[src/rtl/axi_lite_regfile.sv]
// AXI4-Lite slave register file: NUM_REGS registers, per-register read-only
// sourcing from hw_in, byte-strobed writes and a per-register write strobe.
module axi_lite_regfile #(
  parameter int unsigned         ADDR_WIDTH = 32,
  parameter int unsigned         DATA_WIDTH = 32,
  parameter int unsigned         NUM_REGS   = 16,
  parameter logic [NUM_REGS-1:0] RO_MASK    = '0
) (
  input  logic                           ACLK,
  input  logic                           ARESETn,
  input  logic [ADDR_WIDTH-1:0]          AWADDR,
  input  logic                           AWVALID,
  output logic                           AWREADY,
  input  logic [DATA_WIDTH-1:0]          WDATA,
  input  logic [DATA_WIDTH/8-1:0]        WSTRB,
  input  logic                           WVALID,
  output logic                           WREADY,
  output logic [1:0]                     BRESP,
  output logic                           BVALID,
  input  logic                           BREADY,
  input  logic [ADDR_WIDTH-1:0]          ARADDR,
  input  logic                           ARVALID,
  output logic                           ARREADY,
  output logic [DATA_WIDTH-1:0]          RDATA,
  output logic [1:0]                     RRESP,
  output logic                           RVALID,
  input  logic                           RREADY,
  output logic [NUM_REGS*DATA_WIDTH-1:0] reg_out,
  input  logic [NUM_REGS*DATA_WIDTH-1:0] hw_in,
  output logic [NUM_REGS-1:0]            wr_pulse
);

  localparam int unsigned STRB_W = DATA_WIDTH / 8;
  localparam int unsigned OFFS_W = $clog2(STRB_W);
  localparam int unsigned IDX_W  = $clog2(NUM_REGS);

  localparam logic [1:0] RESP_OKAY   = 2'b00;
  localparam logic [1:0] RESP_SLVERR = 2'b10;

  typedef enum logic [1:0] {W_IDLE, W_GOT_AW, W_GOT_W, W_RESP} w_state_e;
  typedef enum logic       {R_IDLE, R_DATA}                     r_state_e;

  // Word index decode; byte-offset bits are dropped.
  function automatic logic addr_in_range(input logic [ADDR_WIDTH-1:0] addr);
    return (addr >> OFFS_W) < ADDR_WIDTH'(NUM_REGS);
  endfunction

  function automatic logic [IDX_W-1:0] addr_index(input logic [ADDR_WIDTH-1:0] addr);
    return IDX_W'(addr >> OFFS_W);
  endfunction

  w_state_e                             w_state_q, w_state_d;
  r_state_e                             r_state_q, r_state_d;
  logic [ADDR_WIDTH-1:0]                awaddr_q, awaddr_d;
  logic [DATA_WIDTH-1:0]                wdata_q, wdata_d;
  logic [STRB_W-1:0]                    wstrb_q, wstrb_d;
  logic [1:0]                           bresp_q, bresp_d;
  logic                                 bvalid_q, bvalid_d;
  logic                                 awready_q, awready_d;
  logic                                 wready_q, wready_d;
  logic [NUM_REGS-1:0]                  wr_pulse_q, wr_pulse_d;
  logic [NUM_REGS-1:0][DATA_WIDTH-1:0]  regs_q, regs_d;
  logic [DATA_WIDTH-1:0]                rdata_q, rdata_d;
  logic [1:0]                           rresp_q, rresp_d;
  logic                                 rvalid_q, rvalid_d;
  logic                                 arready_q, arready_d;

  logic                                 commit;
  logic [ADDR_WIDTH-1:0]                cm_addr;
  logic [DATA_WIDTH-1:0]                cm_data;
  logic [STRB_W-1:0]                    cm_strb;
  logic [IDX_W-1:0]                     cm_idx;
  logic [IDX_W-1:0]                     rd_idx;
  logic [NUM_REGS-1:0][DATA_WIDTH-1:0]  hw_arr;

  assign hw_arr = hw_in;
  assign cm_idx = addr_index(cm_addr);
  assign rd_idx = addr_index(ARADDR);

  // Write channel FSM: collect AW and W in either order, then hold the response.
  always_comb begin
    w_state_d = w_state_q;
    awaddr_d  = awaddr_q;
    wdata_d   = wdata_q;
    wstrb_d   = wstrb_q;
    bresp_d   = bresp_q;
    commit    = 1'b0;
    cm_addr   = AWADDR;
    cm_data   = WDATA;
    cm_strb   = WSTRB;
    unique case (w_state_q)
      W_IDLE: begin
        if (AWVALID && awready_q && WVALID && wready_q) begin
          commit    = 1'b1;
          w_state_d = W_RESP;
        end else if (AWVALID && awready_q) begin
          awaddr_d  = AWADDR;
          w_state_d = W_GOT_AW;
        end else if (WVALID && wready_q) begin
          wdata_d   = WDATA;
          wstrb_d   = WSTRB;
          w_state_d = W_GOT_W;
        end
      end
      W_GOT_AW: begin
        if (WVALID && wready_q) begin
          commit    = 1'b1;
          cm_addr   = awaddr_q;
          w_state_d = W_RESP;
        end
      end
      W_GOT_W: begin
        if (AWVALID && awready_q) begin
          commit    = 1'b1;
          cm_data   = wdata_q;
          cm_strb   = wstrb_q;
          w_state_d = W_RESP;
        end
      end
      W_RESP: begin
        if (BREADY) w_state_d = W_IDLE;
      end
      default: w_state_d = W_IDLE;
    endcase
    if (commit) bresp_d = addr_in_range(cm_addr) ? RESP_OKAY : RESP_SLVERR;
    awready_d = (w_state_d == W_IDLE) || (w_state_d == W_GOT_W);
    wready_d  = (w_state_d == W_IDLE) || (w_state_d == W_GOT_AW);
    bvalid_d  = (w_state_d == W_RESP);
  end

  // Register update and write strobe on commit; RO registers only strobe.
  always_comb begin
    regs_d     = regs_q;
    wr_pulse_d = '0;
    if (commit && addr_in_range(cm_addr)) begin
      wr_pulse_d[cm_idx] = 1'b1;
      if (!RO_MASK[cm_idx]) begin
        for (int unsigned b = 0; b < STRB_W; b++) begin
          if (cm_strb[b]) regs_d[cm_idx][b*8 +: 8] = cm_data[b*8 +: 8];
        end
      end
    end
  end

  // Read channel FSM: capture data at the AR handshake, hold until RREADY.
  always_comb begin
    r_state_d = r_state_q;
    rdata_d   = rdata_q;
    rresp_d   = rresp_q;
    unique case (r_state_q)
      R_IDLE: begin
        if (ARVALID && arready_q) begin
          r_state_d = R_DATA;
          if (addr_in_range(ARADDR)) begin
            rresp_d = RESP_OKAY;
            rdata_d = RO_MASK[rd_idx] ? hw_arr[rd_idx] : regs_q[rd_idx];
          end else begin
            rresp_d = RESP_SLVERR;
            rdata_d = '0;
          end
        end
      end
      R_DATA: begin
        if (RREADY) r_state_d = R_IDLE;
      end
      default: r_state_d = R_IDLE;
    endcase
    arready_d = (r_state_d == R_IDLE);
    rvalid_d  = (r_state_d == R_DATA);
  end

  // State and output registers.
  always_ff @(posedge ACLK or negedge ARESETn) begin
    if (!ARESETn) begin
      w_state_q  <= W_IDLE;
      r_state_q  <= R_IDLE;
      awaddr_q   <= '0;
      wdata_q    <= '0;
      wstrb_q    <= '0;
      bresp_q    <= '0;
      bvalid_q   <= 1'b0;
      awready_q  <= 1'b0;
      wready_q   <= 1'b0;
      wr_pulse_q <= '0;
      regs_q     <= '0;
      rdata_q    <= '0;
      rresp_q    <= '0;
      rvalid_q   <= 1'b0;
      arready_q  <= 1'b0;
    end else begin
      w_state_q  <= w_state_d;
      r_state_q  <= r_state_d;
      awaddr_q   <= awaddr_d;
      wdata_q    <= wdata_d;
      wstrb_q    <= wstrb_d;
      bresp_q    <= bresp_d;
      bvalid_q   <= bvalid_d;
      awready_q  <= awready_d;
      wready_q   <= wready_d;
      wr_pulse_q <= wr_pulse_d;
      regs_q     <= regs_d;
      rdata_q    <= rdata_d;
      rresp_q    <= rresp_d;
      rvalid_q   <= rvalid_d;
      arready_q  <= arready_d;
    end
  end

  assign AWREADY  = awready_q;
  assign WREADY   = wready_q;
  assign BRESP    = bresp_q;
  assign BVALID   = bvalid_q;
  assign ARREADY  = arready_q;
  assign RDATA    = rdata_q;
  assign RRESP    = rresp_q;
  assign RVALID   = rvalid_q;
  assign reg_out  = regs_q;
  assign wr_pulse = wr_pulse_q;

endmodule

[config.mk]
export PLATFORM = sky130hd
export DESIGN_NAME = axi_lite_regfile
export DESIGN_NICKNAME = d
export VERILOG_FILES = /design/src/rtl/axi_lite_regfile.sv
export SDC_FILE = /design/constraint.sdc
export NUM_CORES = 1
export LEC_CHECK = 0
export BUFFER_PORTS_ARGS = -buffer_cell sky130_fd_sc_hd__buf_4
export CAP_MARGIN = 20
export CORE_AREA = 2 2 461 463
export DETAILED_ROUTE_END_ITERATION = 6
export DIE_AREA = 0 0 463 465
export HOLD_SLACK_MARGIN = 0.06
export PLACE_DENSITY = 0.32
export SLEW_MARGIN = 20
export SYNTH_ARGS = -nofsm -noshare
export SYNTH_HDL_FRONTEND = slang
export SYNTH_SLANG_ARGS = --single-unit
[constraint.sdc]
create_clock -name ACLK -period 3.2 [get_ports ACLK]
set_input_delay 0.48 -clock ACLK [delete_from_list [all_inputs] [get_ports ACLK]]
set_output_delay 0.48 -clock ACLK [all_outputs]
set_load 0.05 [all_outputs]
# After elaboration in Yosys (flattened, before gate mapping)
# Memories as Yosys holds them, arrays and structs flattened.
# Index checks and enable logic that the tools add are counted.
[classes]
n_bitwise = 5
mul = 0
eq_ne = 6
n_mux = 55
reduce_logical = 15
order_cmp = 5
addsub = 0
div_mod_pow = 0
shifts = 0
[ops]
columns = ["operator", "count"]
rows = [
  ["512-bit 2-to-1 mux", 10],
  ["512-bit bitwise mux", 4],
  ["32-bit demux with 4-bit select", 4],
  ["32-bit 2-to-1 mux", 9],
  ["32-bit binary-select mux with 4-bit select", 2],
  ["30-bit by 5-bit less-than comparator with 1-bit output (second input constant)", 2],
  ["16-bit 2-to-1 mux", 2],
  ["24-bit 2-to-1 mux", 1],
  ["2-bit 2-to-1 mux", 8],
  ["4-bit by 5-bit less-than comparator with 1-bit output (second input constant)", 2],
  ["2-bit equality test (second input constant)", 4],
  ["1-bit 2-to-1 mux", 8],
  ["4-bit 2-to-1 mux", 2],
  ["8-bit 2-to-1 mux", 1],
  ["2-bit case mux with 4 select lines", 1],
  ["1-bit logical AND", 7],
  ["1-bit NOT", 5],
  ["1-bit demux with 4-bit select", 1],
  ["2-bit by 1-bit equality test with 1-bit output (second input constant)", 2],
  ["4-bit by 1-bit greater-or-equal comparator with 1-bit output (second input constant)", 1],
  ["2-bit logical NOT", 2],
  ["2-bit AND reduction", 2],
  ["4-bit AND reduction", 1],
  ["1-bit case mux with 3 select lines", 1],
  ["3 further kinds", 4],
]
[word_totals]
input_bits = 619
romBits = 32
register_bits = 639
elab_cells = 117
latch_bits = 0
output_inout_bits = 569
ram_bits = 0
n_memories = 2
[memory_table]
columns = ["memory", "words", "width", "rd", "rd_clocked_by_memory_dff", "wr", "line", "text"]
rows = [
  ["(no name shown)", 16, 1, 1, 0, 0, "156", "rdata_d = RO_MASK[rd_idx] ? hw_arr[rd_idx] : regs_q[rd_idx];"],
  ["(no name shown)", 16, 1, 1, 0, 0, "137", "if (!RO_MASK[cm_idx]) begin"],
]

# Logic depth before layout (Yosys ltp)
# Gate-level depths: netlist of the first run.
[logic_depth]
ltp_word = 21
depth_mapped = 9
ltp_nobuf = 5

# Worst setup path after synthesis of the first run
# OpenSTA, ideal clock, no wires.
[synth_path]
kind = "reg-to-reg"
startpoint = "reg wready_q (netlist: WREADY)"
endpoint = "reg regs_q, in the netlist reg_out[24]"
period_less_slack_ps = 2392
setup_ps = 128
n_path_buf = 2
stages_incl_launch_ff = 8
required_ps = 3072
arrival_time_ps = 2264
path_slack_ps = 808
cell_sequence = "dfrtp_1 -> a21oi_1 -> a211o_1 -> a211oi_1 -> buf_4 -> buf_6 -> nand3_4 -> mux2_1"
[synth_via]
elab_chain_cells = 18
elab_cells_between_ends = 35
cone_classes = "order compare: 3; mux: 25; bitwise: 1; reduce/logical: 5; memory: 1"
[synth_lines]
columns = ["element", "line", "text"]
rows = [
  ["start, declared", "60", "logic wready_q, wready_d;"],
  ["start signal, assigned", "199", "wready_q <= wready_d;"],
  ["1-bit logical AND", "106", "if (WVALID && wready_q) begin"],
  ["32-bit 2-to-1 mux", "106", ""],
  ["32-bit 2-to-1 mux", "91", "unique case (w_state_q)"],
  ["32-bit demux with 4-bit select", "139", "if (cm_strb[b]) regs_d[cm_idx][b*8 +: 8] = cm_data[b*8 +: 8];"],
  ["512-bit bitwise mux", "139", ""],
  ["512-bit 2-to-1 mux", "139", ""],
  ["512-bit 2-to-1 mux", "137", ""],
  ["512-bit 2-to-1 mux", "135", "if (commit && addr_in_range(cm_addr)) begin"],
  ["(+2 left out)", "-", ""],
  ["512-bit 2-to-1 mux", "137", ""],
  ["512-bit 2-to-1 mux", "135", ""],
  ["512-bit bitwise mux", "139", ""],
  ["512-bit 2-to-1 mux", "139", ""],
  ["512-bit 2-to-1 mux", "137", ""],
  ["512-bit 2-to-1 mux", "135", ""],
  ["512-bit bitwise mux", "139", ""],
  ["512-bit 2-to-1 mux", "139", ""],
  ["end signal, assigned", "201", "regs_q <= regs_d;"],
  ["end, declared", "62", "logic [NUM_REGS-1:0][DATA_WIDTH-1:0] regs_q, regs_d;"],
]
# Parallel ways exist; a longest one is shown, timed or not. The select of a mux whose other input is x is not followed.
# A chain may end at the register's enable or synchronous reset.

# Worst setup path after layout of the first run
[layout_path]
startpoint = "reg w_state_q[0]"
endpoint = "reg regs_q, in the netlist reg_out[97]"
[layout_via]
elab_chain_cells = 20
elab_cells_between_ends = 35
cone_classes = "order compare: 3; eq/ne: 2; mux: 24; bitwise: 1; reduce/logical: 4; memory: 1"
[layout_lines]
columns = ["element", "line", "text"]
rows = [
  ["start, declared", "52", "w_state_e w_state_q, w_state_d;"],
  ["start signal, assigned", "191", "w_state_q <= w_state_d;"],
  ["2-bit by 1-bit equality test with 1-bit output", "91", ""],
  ["32-bit 2-to-1 mux", "91", ""],
  ["4-bit by 5-bit less-than comparator with 1-bit output (not written as such) or 4-bit by 1-bit greater-or-equal comparator with 1-bit output (tied branches)", "139", ""],
  ["1-bit logical AND (not written as such)", "139", ""],
  ["8-bit 2-to-1 mux (not written as such)", "139", ""],
  ["32-bit demux with 4-bit select", "139", ""],
  ["512-bit bitwise mux", "139", ""],
  ["512-bit 2-to-1 mux", "139", ""],
  ["(+4 left out)", "-", ""],
  ["512-bit 2-to-1 mux", "137", ""],
  ["512-bit 2-to-1 mux", "135", ""],
  ["512-bit bitwise mux", "139", ""],
  ["512-bit 2-to-1 mux", "139", ""],
  ["512-bit 2-to-1 mux", "137", ""],
  ["512-bit 2-to-1 mux", "135", ""],
  ["512-bit bitwise mux", "139", ""],
  ["512-bit 2-to-1 mux", "139", ""],
]
# Parallel ways exist; a longest one is shown, timed or not. The select of a mux whose other input is x is not followed.

==> impl_metrics.json, run 1 <==
{
  "antenna_found_initial": 30,
  "clk_pin_slew_ps": 50,
  "clock_power_share": 0.470,
  "ioPinCount": 1188,
  "vdd_ir_drop_max_uv": 332,
  "switching_power_w": 0.00643,
  "period_needed_ps": 3070,
  "vias": 20400,
  "async_flop_share": 1.00,
  "arrival_ps": 3670,
  "yosys_most_used_dff": "dfrtp_1",
  "drt-vias-per-instance": 3.67,
  "critical_path_class": "flip-flop to flip-flop",
  "grtUsageTotal": 0.142,
  "netlist_instances": 1792,
  "comb_power_share": 0.133,
  "drive_above_1_share": 0.645,
  "grt_pass1_vias": 21800,
  "route.detailed.drc": 0,
  "port_buffers": 669,
  "wl_per_cell_um": 28.0,
  "drt_iter0_drc": 1073,
  "tns_ps": 0,
  "die_x_um": 463,
  "worstMarginPinSlew_ps": 891,
  "grt_max_degree": 76,
  "h-tree-depth": 3,
  "crit_slowest_cell": "dfrtp_1",
  "cts.sinks": 635,
  "max_slew_margin": 0.406,
  "start_kind": "flip-flop",
  "cp_max_fo": 25,
  "skew_ps": 36.3,
  "root_buffer": "clkbuf_16",
  "p_int_w": 0.0156,
  "power_frac_seq": 0.397,
  "die-area_um2": 215000,
  "min_period_over_period": 0.959,
  "dieHeight_um": 465,
  "dr.pass1.iters": 4,
  "nets": 3279,
  "area_growth_pct": 46.7,
  "rsz0062_at_grt": "no",
  "crit_buf_inv": 1,
  "synth_edf_count": 0,
  "synth_warnings": 0,
  "min_path_type": "primary input to flip-flop",
  "cts_max_path_buffers": 3,
  "maxSlewViolCount": 0,
  "status": "finished, final reports clean",
  "place_ws_ps": 15.9,
  "setup_violations": 0,
  "grt_pass1_wl_um": 209000,
  "synth.avg_cell_area_um2": 16.1,
  "start_util": 0.137,
  "row_count": 169,
  "core_area_um2": 211000,
  "critical-path-max-stage-delay_ps": 540,
  "cts_tree": "built",
  "place_congestion": 0.751,
  "clock_latency_ps": 730,
  "ys_ff_latch": 635,
  "drv_cap": 0,
  "final_common_cell": "buf_4",
  "layout_common_cells": "buf_4 (771), dfrtp_1 (635), mux2_2 (557), mux4_2 (160), clkbuf_16 (88)",
  "cp_top_family": "simple AND/OR/NAND/NOR gates",
  "dpl.hpwl_um": 117000,
  "ant_nets": 0,
  "post_cts_buffers": 0,
  "cts_buffers": 88,
  "netSwitchingFraction": 0.292,
  "synth_seq_area_share": 0.550,
  "crit_required_ps": 3800,
  "synth.distinct_cells": 40,
  "hold_violations": 0,
  "crit_chain": "nand4b_4, nand4b_1, a21oi_4, buf_12, nand4_2, mux2_2",
  "setup_slack_ps": 133,
  "grt.overflow.total": 0,
  "fmax_mhz": 326,
  "synthesis.area_um2": 28900,
  "cellPowerDensity_nw_per_um2": 520,
  "p_leak_nw": 20.4,
  "wl_um": 156000,
  "end_kind": "flip-flop"
}
## power groups by stage
stage                     Combinational (W)  Sequential, W  Clock (W)
final                               0.00292        0.00875     0.0104
after global routing                0.00322        0.00881     0.0111
after CTS                           0.00307        0.00875     0.0108
after detailed placement            0.00298        0.00889          0
after global placement              0.00297        0.00888          0
after floorplan                     0.00145        0.00890          0
## final timing paths
path / startpoint / depth (start not counted) / end / slack (ps)
setup reg to reg: w_state_q[0]$_DFF_PN0_ / 6 / reg_out[97]$_DFFE_PN0P_ / 130
min in group asynchronous: ARESETn / 2 / reg_out[493]$_DFFE_PN0P_ / 340
hold / removal: WVALID / 3 / BVALID$_DFF_PN0_ / 210
hold reg to reg: RDATA[20]$_DFFE_PN0P_ / 2 / RDATA[20]$_DFFE_PN0P_ / 480
max in group asynchronous: ARESETn / 3 / awaddr_q[23]$_DFFE_PN0P_ / 1850
setup / recovery: w_state_q[0]$_DFF_PN0_ / 6 / reg_out[97]$_DFFE_PN0P_ / 130
## registers in the layout, indices dropped and copies added (netlist names)
name / cells
reg_out: 512
RDATA: 32
wdata_q: 32
awaddr_q: 30
wr_pulse: 16
wstrb_q: 4
w_state_q: 2
ARREADY: 1
AWREADY: 1
BRESP: 1
BVALID: 1
RRESP: 1
RVALID: 1
WREADY: 1
## repair_timing
item,in CTS,in global routing
resized for setup,0,3
endpoints found under the hold margin,95,0
endpoints found under the setup margin,0,24
hold buffers,69,0
## cell type report
cell class / count / area, um^2
flip-flops and latches: 635 / 15900
repair buffers: 882 / 7300
diodes: 9 / 22.5
inverters: 37 / 139
multi-input cells: 1016 / 12500
well taps: 2821 / 3530
fillers: 22800 / 168000
clock inverters: 38 / 469
clock buffers: 122 / 2540
## cell usage after synthesis, types with 4 or more instances
cell      instances  share of area
a21oi_1           4        0.00069
buf_1             4        0.00052
buf_2            25         0.0043
buf_4             8         0.0021
buf_6             5         0.0019
clkbuf_1         62         0.0080
dfrtp_1         635           0.55
inv_1            37         0.0048
mux2_1           54          0.021
mux2_2          557           0.22
mux2i_1           8         0.0028
mux4_2          160           0.12
nand2_1          41         0.0053
nand3_2           7         0.0024
nand3_4           9         0.0055
nand4_1           8         0.0017
nand4_2          39          0.017
nand4_4           9         0.0066
nor2_1           34         0.0044
nor2_2            4        0.00087
nor2_4            4         0.0016
nor2b_1           4        0.00087
nor4_1           16         0.0035
o21ai_0          33         0.0057
## metrics by stage
step	utilization	cell area (um^2)	total power, W	instances	hold slack (ps)
2_1_floorplan	-	28900	0.0103	1793	184
3_3_place_gp	0.183	38700	0.0119	5322	472
3_5_place_dp	0.183	38700	0.0119	5322	475
4_1_cts	0.201	42400	0.0226	5551	118
5_1_grt	0.201	42400	0.0231	5555	223
6_report	0.201	42400	0.0220	5560	205
## worst register-to-register path: stages, from the launching register on
cell	delay, ps
dfrtp_1	540
nand4b_4	270
nand4b_1	510
a21oi_4	390
buf_12	280
nand4_2	510
mux2_2	480
## cell families (layout without fill, tap and decap cells)
group / Yosys count / in the layout / synth area share
mux: 780 / 780 / 0.366
compound gates: 46 / 46 / 0.00892
simple gates: 188 / 188 / 0.0532
buf+inv: 142 / 1079 / 0.0222
flops: 635 / 635 / 0.550
other cells: 1 / 11 / 0.000130
## routing by layer
metal  share of wire  track usage
met2            0.44        0.217
met3           0.096       0.0600
met5         0.00026            0
met4           0.027       0.0414
met1            0.44        0.183
Power figures use the tool's default switching activity.
==> run 2: changes to the inputs <==
--- a/config.mk
+++ b/config.mk
@@ -7,11 +7,11 @@
 export LEC_CHECK = 0
 export BUFFER_PORTS_ARGS = -buffer_cell sky130_fd_sc_hd__buf_4
 export CAP_MARGIN = 20
-export CORE_AREA = 2 2 461 463
+export CORE_AREA = 2 2 466 468
 export DETAILED_ROUTE_END_ITERATION = 6
-export DIE_AREA = 0 0 463 465
+export DIE_AREA = 0 0 468 470
 export HOLD_SLACK_MARGIN = 0.06
-export PLACE_DENSITY = 0.32
+export PLACE_DENSITY = 0.33
 export SLEW_MARGIN = 20
 export SYNTH_ARGS = -nofsm -noshare
 export SYNTH_HDL_FRONTEND = slang
==> constraint.sdc (replaced) <==
create_clock -name ACLK -period 2.66 [get_ports ACLK]
set_input_delay 0.399 -clock ACLK [delete_from_list [all_inputs] [get_ports ACLK]]
set_output_delay 0.399 -clock ACLK [all_outputs]
set_load 0.05 [all_outputs]
==> impl_metrics.json, run 2 (same netlist as run 1, synthesis figures left out) <==
{
  "status": "finished, final reports clean",
  "die_x_um": 468,
  "fmax_mhz": 387,
  "dieHeight_um": 470,
  "vdd_ir_drop_max_uv": 456,
  "crit_path_start": "WREADY$_DFF_PN0_",
  "core_area_um2": 216000,
  "cts_buffers": 87,
  "min_path_type": "primary input to flip-flop",
  "seq_area_um2": 15900,
  "netSwitchingFraction": 0.285,
  "area_growth_pct": 50.5,
  "rsz0062_at_grt": "yes",
  "cts_tree": "built",
  "dp.cells": 5411,
  "wl_um": 148000,
  "cp_max_fo": 11,
  "route.detailed.drc": 0,
  "crit_chain": "nand4b_4, buf_4, nand4_1, buf_6, a21oi_4, buf_12, buf_4, nand4_2, buf_12, mux2_2",
  "min_period_over_period": 0.972,
  "drt_iter0_drc": 813,
  "grt.overflow.total": 0,
  "critical_path_class": "flip-flop to flip-flop",
  "final_common_cell": "buf_4",
  "max_slew_margin": 0.579,
  "h-tree-depth": 3,
  "grtUsageTotal": 0.132,
  "crit_slowest_cell": "dfrtp_2",
  "crit_buf_inv": 5,
  "vias": 20300,
  "grt_pass1_vias": 21900,
  "hold_start": "WVALID",
  "grt_pass1_wl_um": 200000,
  "clock_latency_ps": 710,
  "crit_required_ps": 3240,
  "hold_violations": 0,
  "reg2reg_from": "WREADY$_DFF_PN0_",
  "clock_power_share": 0.448,
  "n_fill_cell": 23200,
  "port_buffers": 669,
  "cts.sinks": 635,
  "place_ws_ps": -135,
  "cellPowerDensity_nw_per_um2": 588,
  "grt_max_degree": 67,
  "maxSlewViolCount": 0,
  "end_kind": "flip-flop",
  "place_congestion": 0.750,
  "whs_ps": 238,
  "ant_nets": 0,
  "drive_above_1_share": 0.652,
  "tns_ps": 0,
  "antenna_found_initial": 20,
  "critical-path-max-stage-delay_ps": 450,
  "dr.pass1.iters": 4,
  "setup_violations": 0,
  "drv_cap": 0,
  "layout_common_cells": "buf_4 (773), dfrtp_1 (634), mux2_2 (557), mux4_2 (160), buf_12 (102)",
  "largest_reg_flops": 512,
  "root_buffer": "clkbuf_16",
  "start_kind": "flip-flop",
  "start_util": 0.134,
  "cts_max_path_buffers": 3,
  "multi_input_area_um2": 12500,
  "dpl.hpwl_um": 112000,
  "skew_ps": 35.2,
  "finalNonFillerCells": 5654,
  "nets": 3346,
  "drt-vias-per-instance": 3.60,
  "arrival_ps": 3170,
  "row_count": 171,
  "ioPinCount": 1188,
  "switching_power_w": 0.00730,
  "p_leak_nw": 21.0,
  "worstMarginPinSlew_ps": 619,
  "cp_top_family": "buffers and inverters",
  "wl_per_cell_um": 26.2,
  "comb_power_share": 0.141,
  "clk_pin_slew_ps": 60,
  "die-area_um2": 220000,
  "utilization": 0.202,
  "period_needed_ps": 2590,
  "power_frac_seq": 0.411,
  "setup_slack_ps": 73.5,
  "p_int_w": 0.0183
}
[run 2: final cells by class]
class | instances | area share
Sequential cell | 635 | 0.365
Multi-Input combinational cell | 1016 | 0.288
Timing Repair Buffer | 950 | 0.198
Tap cell | 2854 | 0.0821
Clock buffer | 129 | 0.0588
Clock inverter | 22 | 0.00400
Inverter | 37 | 0.00319
Antenna cell | 11 | 0.000633
[run 2: routing by layer]
metal / routed length (um) / share of wire / up-vias / track usage
met3: 13600 / 0.092 / 134 / 0.0530
met2: 64600 / 0.44 / 698 / 0.199
met4: 2550 / 0.017 / 2 / 0.0278
met1: 67500 / 0.46 / 10800 / 0.176
met5: 13 / 0.000088 / - / 0
li1: - / - / 8690 / -
[run 2: timing repair]
item,4_1_cts,5_1_grt
pin swaps,0,1
resized for setup,2,8
endpoints found under the hold margin,213,0
hold buffers,70,0
endpoints found under the setup margin,30,98
cloned,0,1
setup buffers,0,10
[run 2: power by group through the flow]
stage	Combinational [W]	Sequential, W	Clock, W
2_1_floorplan	0.00174	0.0107	0
3_3_place_gp	0.00364	0.0107	0
5_1_grt	0.00395	0.0106	0.0123
3_5_place_dp	0.00366	0.0107	0
4_1_cts	0.00378	0.0105	0.0120
6_report	0.00360	0.0105	0.0115
[run 2: worst paths after layout]
kind                                            end  slack [ps]  cells past startpoint
max                        reg_out[462]$_DFFE_PN0P_          70                     10
min                          w_state_q[1]$_DFF_PN0_         240                      4
max reg2reg                reg_out[462]$_DFFE_PN0P_          70                     10
min reg2reg                   RDATA[22]$_DFFE_PN0P_         480                      2
max in group asynchronous  reg_out[317]$_DFFE_PN0P_        1490                      4
min in group asynchronous     RDATA[12]$_DFFE_PN0P_         260                      2
[run 2: worst min-delay path, stage by stage]
cell	delay, ps
buf_4	130
a21oi_1	160
buf_4	160
a31oi_1	50
[run 2: stage by stage]
stage / total power [W] / instance area, um^2
floorplan: 0.0124 / 28900
global placement: 0.0143 / 39900
detailed placement: 0.0143 / 39900
CTS: 0.0263 / 43300
global route: 0.0269 / 43500
finish: 0.0256 / 43500
